File: config.mk
export PLATFORM = sky130hd
export DESIGN_NAME = sprite_scroll_ctrl_flat
export DESIGN_NICKNAME = d
export VERILOG_FILES = /design/src/rtl/sprite_scroll_ctrl_if.sv /design/src/rtl/sprite_scroll_ctrl.sv /design/src/flat_wrapper.sv
export SDC_FILE = /design/constraint.sdc
export NUM_CORES = 1
export LEC_CHECK = 0
export BUFFER_PORTS_ARGS = -buffer_cell sky130_fd_sc_hd__buf_4
export CORE_UTILIZATION = 55
export DETAILED_ROUTE_END_ITERATION = 10
export PLACE_DENSITY = 0.81
export SLEW_MARGIN = 20
export SYNTH_ARGS = -nofsm -noshare
export SYNTH_HDL_FRONTEND = slang
export SYNTH_SLANG_ARGS = --single-unit
File: constraint.sdc
create_clock -name clk -period 7 [get_ports clk]
set_input_delay 0.7 -clock clk [delete_from_list [all_inputs] [get_ports clk]]
set_output_delay 0.7 -clock clk [all_outputs]
set_load 0.03 [all_outputs]
File: src/rtl/sprite_scroll_ctrl_if.sv
`default_nettype none
// ============================================================================
// Module   : sprite_scroll_ctrl_if
// Brief    : Frame-control and render-output bundle for sprite_scroll_ctrl.
// Revision : 1.0 - initial release
// ============================================================================
interface sprite_scroll_ctrl_if;
  logic        i_frame_tick;
  logic        i_btn_left;
  logic        i_btn_right;
  logic        i_pause;
  logic        i_sprite_vis;
  logic        i_obstacle_vis;
  logic [9:0]  o_sprite_x;
  logic [9:0]  o_sprite_y;
  logic [31:0] o_curr_y;
  logic        o_hit;
  logic        o_game_over;
  logic        o_busy;

  modport slave (
    input  i_frame_tick, i_btn_left, i_btn_right, i_pause, i_sprite_vis, i_obstacle_vis,
    output o_sprite_x, o_sprite_y, o_curr_y, o_hit, o_game_over, o_busy
  );

  modport master (
    output i_frame_tick, i_btn_left, i_btn_right, i_pause, i_sprite_vis, i_obstacle_vis,
    input  o_sprite_x, o_sprite_y, o_curr_y, o_hit, o_game_over, o_busy
  );
endinterface
`default_nettype wire

File: src/rtl/sprite_scroll_ctrl.sv
`default_nettype none
// ============================================================================
// Module   : sprite_scroll_ctrl
// Brief    : Per-frame player motion, background scroll and collision freeze.
// Revision : 1.0 - initial release
// ============================================================================
module sprite_scroll_ctrl #(
  parameter logic [9:0]  BASE_XPOS   = 10'd315,
  parameter logic [9:0]  BASE_YPOS   = 10'd240,
  parameter logic [9:0]  X_MIN       = 10'd0,
  parameter logic [9:0]  X_MAX       = 10'd624,
  parameter logic [9:0]  STEP        = 10'd2,
  parameter logic [31:0] SCROLL_STEP = 32'd1,
  parameter logic [31:0] SCROLL_WRAP = 32'd480
) (
  input  wire logic          clk,
  input  wire logic          reset,
  sprite_scroll_ctrl_if.slave bus
);

  typedef enum logic [2:0] {
    S_IDLE    = 3'd0,
    S_CAPTURE = 3'd1,
    S_MOVE    = 3'd2,
    S_SCROLL  = 3'd3,
    S_COMMIT  = 3'd4
  } state_t;

  state_t      r_state, w_state_nxt;
  logic        r_left_s1, r_left_s2, r_right_s1, r_right_s2;
  logic        r_btn_l, r_btn_r;
  logic        r_coll_latch, r_coll_shadow;
  logic [9:0]  r_next_x, r_sprite_x;
  logic [31:0] r_next_y, r_curr_y;
  logic        r_hit, r_game_over;

  logic        w_coll;
  logic [10:0] w_left_lim, w_right_sum;
  logic [32:0] w_scroll_sum;
  logic [9:0]  w_move_x;
  logic [31:0] w_scroll_y;

  always_ff @(posedge clk or posedge reset) begin
    if (reset) begin
      r_left_s1  <= 1'b0;
      r_left_s2  <= 1'b0;
      r_right_s1 <= 1'b0;
      r_right_s2 <= 1'b0;
    end else begin
      r_left_s1  <= bus.i_btn_left;
      r_left_s2  <= r_left_s1;
      r_right_s1 <= bus.i_btn_right;
      r_right_s2 <= r_right_s1;
    end
  end

  always_ff @(posedge clk or posedge reset) begin
    if (reset) r_state <= S_IDLE;
    else       r_state <= w_state_nxt;
  end

  always_comb begin
    w_state_nxt = r_state;
    case (r_state)
      S_IDLE:    if (bus.i_frame_tick && !r_game_over && !bus.i_pause) w_state_nxt = S_CAPTURE;
      S_CAPTURE: w_state_nxt = S_MOVE;
      S_MOVE:    w_state_nxt = S_SCROLL;
      S_SCROLL:  w_state_nxt = S_COMMIT;
      S_COMMIT:  w_state_nxt = S_IDLE;
      default:   w_state_nxt = S_IDLE;
    endcase
  end

  // Sums are one bit wider so the clamps never see a wrapped value.
  always_comb begin
    w_left_lim   = {1'b0, X_MIN} + {1'b0, STEP};
    w_right_sum  = {1'b0, r_sprite_x} + {1'b0, STEP};
    w_scroll_sum = {1'b0, r_curr_y} + {1'b0, SCROLL_STEP};
    w_move_x     = r_sprite_x;
    if (r_btn_l && !r_btn_r)
      w_move_x = ({1'b0, r_sprite_x} < w_left_lim) ? X_MIN : (r_sprite_x - STEP);
    else if (r_btn_r && !r_btn_l)
      w_move_x = (w_right_sum > {1'b0, X_MAX}) ? X_MAX : w_right_sum[9:0];
    w_scroll_y = (w_scroll_sum >= {1'b0, SCROLL_WRAP}) ? 32'd0 : w_scroll_sum[31:0];
  end

  assign w_coll = bus.i_sprite_vis & bus.i_obstacle_vis & ~r_game_over;

  // A hit in the CAPTURE cycle re-arms the latch for the following frame.
  always_ff @(posedge clk or posedge reset) begin
    if (reset)
      r_coll_latch <= 1'b0;
    else if (r_game_over || (r_state == S_COMMIT && r_coll_shadow))
      r_coll_latch <= 1'b0;
    else if (w_coll)
      r_coll_latch <= 1'b1;
    else if (r_state == S_CAPTURE)
      r_coll_latch <= 1'b0;
  end

  always_ff @(posedge clk or posedge reset) begin
    if (reset) begin
      r_btn_l       <= 1'b0;
      r_btn_r       <= 1'b0;
      r_coll_shadow <= 1'b0;
      r_next_x      <= BASE_XPOS;
      r_next_y      <= 32'd0;
      r_sprite_x    <= BASE_XPOS;
      r_curr_y      <= 32'd0;
      r_hit         <= 1'b0;
      r_game_over   <= 1'b0;
    end else begin
      r_hit <= 1'b0;
      case (r_state)
        S_CAPTURE: begin
          r_btn_l       <= r_left_s2;
          r_btn_r       <= r_right_s2;
          r_coll_shadow <= r_coll_latch;
        end
        S_MOVE:   r_next_x <= w_move_x;
        S_SCROLL: r_next_y <= w_scroll_y;
        S_COMMIT: begin
          r_sprite_x <= r_next_x;
          r_curr_y   <= r_next_y;
          if (r_coll_shadow) begin
            r_hit       <= 1'b1;
            r_game_over <= 1'b1;
          end
        end
        default: ;
      endcase
    end
  end

  assign bus.o_sprite_x  = r_sprite_x;
  assign bus.o_sprite_y  = BASE_YPOS;
  assign bus.o_curr_y    = r_curr_y;
  assign bus.o_hit       = r_hit;
  assign bus.o_game_over = r_game_over;
  assign bus.o_busy      = (r_state != S_IDLE);

endmodule
`default_nettype wire
File: src/flat_wrapper.sv
// flat-port wrapper written by rule: the top's interface ports become plain ports
module sprite_scroll_ctrl_flat 
#(
  parameter logic [9:0]  BASE_XPOS   = 10'd315,
  parameter logic [9:0]  BASE_YPOS   = 10'd240,
  parameter logic [9:0]  X_MIN       = 10'd0,
  parameter logic [9:0]  X_MAX       = 10'd624,
  parameter logic [9:0]  STEP        = 10'd2,
  parameter logic [31:0] SCROLL_STEP = 32'd1,
  parameter logic [31:0] SCROLL_WRAP = 32'd480
)
  (clk, reset, bus_i_frame_tick, bus_i_btn_left, bus_i_btn_right, bus_i_pause, bus_i_sprite_vis, bus_i_obstacle_vis, bus_o_sprite_x, bus_o_sprite_y, bus_o_curr_y, bus_o_hit, bus_o_game_over, bus_o_busy);
  sprite_scroll_ctrl_if bus_i ();
  input  wire logic clk;
  input  wire logic reset;
  input wire logic [$bits(bus_i.i_frame_tick)-1:0] bus_i_frame_tick;
  input wire logic [$bits(bus_i.i_btn_left)-1:0] bus_i_btn_left;
  input wire logic [$bits(bus_i.i_btn_right)-1:0] bus_i_btn_right;
  input wire logic [$bits(bus_i.i_pause)-1:0] bus_i_pause;
  input wire logic [$bits(bus_i.i_sprite_vis)-1:0] bus_i_sprite_vis;
  input wire logic [$bits(bus_i.i_obstacle_vis)-1:0] bus_i_obstacle_vis;
  output wire logic [$bits(bus_i.o_sprite_x)-1:0] bus_o_sprite_x;
  output wire logic [$bits(bus_i.o_sprite_y)-1:0] bus_o_sprite_y;
  output wire logic [$bits(bus_i.o_curr_y)-1:0] bus_o_curr_y;
  output wire logic [$bits(bus_i.o_hit)-1:0] bus_o_hit;
  output wire logic [$bits(bus_i.o_game_over)-1:0] bus_o_game_over;
  output wire logic [$bits(bus_i.o_busy)-1:0] bus_o_busy;
  assign bus_i.i_frame_tick = bus_i_frame_tick;
  assign bus_i.i_btn_left = bus_i_btn_left;
  assign bus_i.i_btn_right = bus_i_btn_right;
  assign bus_i.i_pause = bus_i_pause;
  assign bus_i.i_sprite_vis = bus_i_sprite_vis;
  assign bus_i.i_obstacle_vis = bus_i_obstacle_vis;
  assign bus_o_sprite_x = bus_i.o_sprite_x;
  assign bus_o_sprite_y = bus_i.o_sprite_y;
  assign bus_o_curr_y = bus_i.o_curr_y;
  assign bus_o_hit = bus_i.o_hit;
  assign bus_o_game_over = bus_i.o_game_over;
  assign bus_o_busy = bus_i.o_busy;
  sprite_scroll_ctrl #(.BASE_XPOS(BASE_XPOS), .BASE_YPOS(BASE_YPOS), .X_MIN(X_MIN), .X_MAX(X_MAX), .STEP(STEP), .SCROLL_STEP(SCROLL_STEP), .SCROLL_WRAP(SCROLL_WRAP)) u_core (.clk(clk), .reset(reset), .bus(bus_i));
endmodule
==> flow_metrics.tcl <==
set metrics [dict create \
    cpPeakStageDelay_ns 0.61 \
    p_leak_uw 0.002546 \
    cts_sinks 97 \
    finalSetupViolations 0 \
    synthTopCellsByArea "dfrtp_1 41%, mux2_2 9.2%, dfstp_2 6.1%" \
    cts_tree "done" \
    synth_common_cells "85 x dfrtp_1, 42 x mux2_2, 37 x nand2_1" \
    initial_core_util_pct 57.80 \
    synth_cells 486 \
    gp_congestion 0.9335 \
    yosysSeqAreaShare_pct 47.53 \
    drive_gt1_share_pct 28.54 \
    dp.cells 620 \
    wl_per_cell_um 16.92 \
    max-slew-margin-rel_pct 43.92 \
    die_area_um2 9734 \
    clockRootBuffer "clkbuf_8" \
    r2r_cells 7 \
    reg2reg_slack_ns 3.98 \
    max-vdd-ir-drop_mv 0.1460 \
    wl_um 10780 \
    track_usage_pct 23.64 \
    cts_max_path_buffers 2 \
    fin_worst_hold_slack_ns 0.3094 \
    netlist_area_um2 5139 \
    syn_to_final_growth_pct 10.91 \
    r2r_end "u_core.r_next_y[8]" \
    nNetsFinal 535 \
    numCtsBuffers 9 \
    hpwl_um 7225 \
    min_period_ns 3.019 \
    yosys.area.top_type "dfrtp_1" \
    synthAdderAreaFrac_pct 0.7305 \
    grt_pass1_wl_um 18280 \
    yosysMostFrequentCell "dfrtp_1" \
    post-route-period-util_pct 43.13 \
    critPathKind "reg2reg" \
    cp_max_fo 10 \
    htreeDepth 3 \
    synthSimpleGateAreaFrac_pct 21.48 \
    p_int_uw 1106 \
    worstPathArrival_ns 3.31 \
    pwr-share-clk_pct 20.4 \
    num_io_pins 63 \
    seq_power_share_pct 45.2 \
    core_um2 8891 \
    routed_via_density 6.104 \
    synth_compound_area_share_pct 12.61 \
    path_delay_family "simple AND/OR/NAND/NOR gates" \
    worst-path-buf-inv 0 \
    synth_edf_count 0 \
    cts-resized-gates 0 \
    endpoint_kind "flop" \
    clkTransAtPathRegs_ns 0.10 \
    die_width_um 98.66 \
    outcome "complete, no violations" \
    postCtsSetupBuffers 0 \
    switching_share_pct 39.81 \
    synth_top_family_by_area "simple AND/OR/NAND/NOR gates" \
    async_flop_share_pct 100.0 \
    final_util_pct 64.10 \
    crit_slowest_cell "nor4_2" \
    grt_pass1_vias 3746 \
    yosysUniqueCellTypes 69 \
    die_h_um 98.66 \
    max_cap_viol_count 0 \
    yosys_warnings 0 \
    first_iter_violations 162 \
    drc 0 \
    clk_latency_ns 0.36 \
    cts_hold_buf 0 \
    worstSetupStartpointType "flop" \
    antenna_found_initial 0 \
    power_density_nw_per_um2 322.3 \
    synth_top_area_share_pct 41.39 \
    final_cells 637 \
    synth_xor_area_share_pct 2.727 \
    maxSlewViolCount 0 \
    fmax_mhz 331.3 \
    synth_ff_type "dfrtp_1" \
    rsz0062_at_grt "false" \
    synth.area.mux_share_pct 9.593 \
    dr.pass1.iters 4 \
    final.setup.tns_ns 0 \
    finClkSkew_ns 0.01020 \
    hold_viol 0 \
    grt_overflow 0 \
    grt_max_degree 69 \
    rows 34 \
    io_buffers 52 \
    hold_path.class "in2async" \
    r2r_start "u_core.bus.o_curr_y[0]" \
    num_vias 3888 \
    netSwitchingPower_uw 731.3 \
    ant_nets 0 \
    path_cells "ha_1 -> nand3_1 -> nor4_2 -> o211ai_1 -> a2111oi_4 -> nand4_4 -> o21ai_2" \
    synth_seq_cells 97 \
    worstPathRequired_ns 7.29 \
    p_comb_share_pct 34.4 \
    worstMarginPinSlew_ns 0.8412 \
    avgSynthCellArea_um2 10.57 \
    diodes 0 \
]
==> layout make-up <==
| cell class | count | area, um^2 |
|---|---|---|
| fill | 708 | 3192 |
| tap | 108 | 135.1 |
| inverter | 7 | 28.78 |
| clock inverter | 5 | 62.56 |
| multi-input combinational | 353 | 2465 |
| clock buffer | 11 | 141.4 |
| sequential | 97 | 2442 |
| timing repair buffer | 56 | 424.2 |
==> power by group through the flow <==
stage / sequential (uW) / clock [uW] / combinational (uW)
after floorplan: 815 / 0 / 480
after global placement: 825 / 0 / 611
after detailed placement: 839 / 0 / 627
after CTS: 829 / 387 / 629
after global routing: 854 / 410 / 696
final: 831 / 375 / 631
==> logic make-up after synthesis <==
logic type | after synthesis
simple gates | 189
flops | 97
compound gates | 91
mux | 44
buf+inv | 44
xor+xnor | 16
fa+ha+maj | 3
other cells | 2
==> worst max-delay path by stage <==
stage | cells past startpoint | from | to | slack, ns
finish | 7 | u_core.bus.o_curr_y[0] | u_core.r_next_y[8] | 3.98
global placement | 7 | u_core.bus.o_curr_y[0] | u_core.r_next_y[4] | 4.17
CTS | 7 | u_core.bus.o_curr_y[0] | u_core.r_next_y[6] | 4.02
detailed placement | 7 | u_core.bus.o_curr_y[0] | u_core.r_next_y[6] | 4.07
floorplan | 1 | reset | u_core.bus.o_curr_y[0] | 3.79
global route | 7 | u_core.bus.o_curr_y[0] | u_core.r_next_y[8] | 3.77
==> worst reg2reg max path, stage by stage, from the launching register on <==
cell and delay, ns:
dfrtp_1 0.54, ha_1 0.32, nand3_1 0.22, nor4_2 0.61
o211ai_1 0.30, a2111oi_4 0.46, nand4_4 0.29, o21ai_2 0.21
==> metrics by stage <==
step,worst slack (ns),power (uW),area (um^2)
floorplan,3.786,1295,5169
global placement,4.174,1436,5484
detailed placement,4.073,1467,5484
CTS,4.022,1846,5688
global route,3.770,1960,5699
finish,3.981,1837,5699
==> layout by cell type, fill, tap and decap left out, drive strengths merged, types with 3 or more instances in the layout <==
master  instances
nor2b           3
nand2b          4
dfstp          12
xor2            8
a311oi          3
clkbuf         11
nand4          12
nor2           28
a31oi           8
a311o           3
and3            8
buf            56
nand4b          4
mux2           42
nor3           14
xnor2           8
a21oi          20
or3             6
ha              3
nand3          19
nand2          37
o21ai          28
and2           27
dfrtp          85
nor4            8
o211ai          3
nor3b           5
and4            4
conb           10
inv             9
==> flip-flops by register name, indices dropped and copies added (netlist names) <==
name,count
u_core.r_left_s1,1
u_core.bus.o_curr_y,32
u_core.r_right_s2,1
u_core.r_next_y,32
u_core.r_coll_shadow,1
u_core.r_btn_r,1
u_core.r_left_s2,1
u_core.r_next_x,10
u_core.bus.o_hit,1
u_core.r_btn_l,1
u_core.r_state,3
u_core.r_right_s1,1
u_core.bus.o_sprite_x,10
u_core.r_coll_latch,1
u_core.bus.o_game_over,1
==> routing by layer <==
layer,wire length [um],vias up,part of all wire (%),global-route usage [%]
li1,-,1822,-,-
met1,4871,1922,45,31.93
met2,5140,124,48,37.81
met3,558,20,5.2,5.177
met4,210,0,1.9,8.611
met5,0,-,0,0
(Power assumes the default switching activity.)
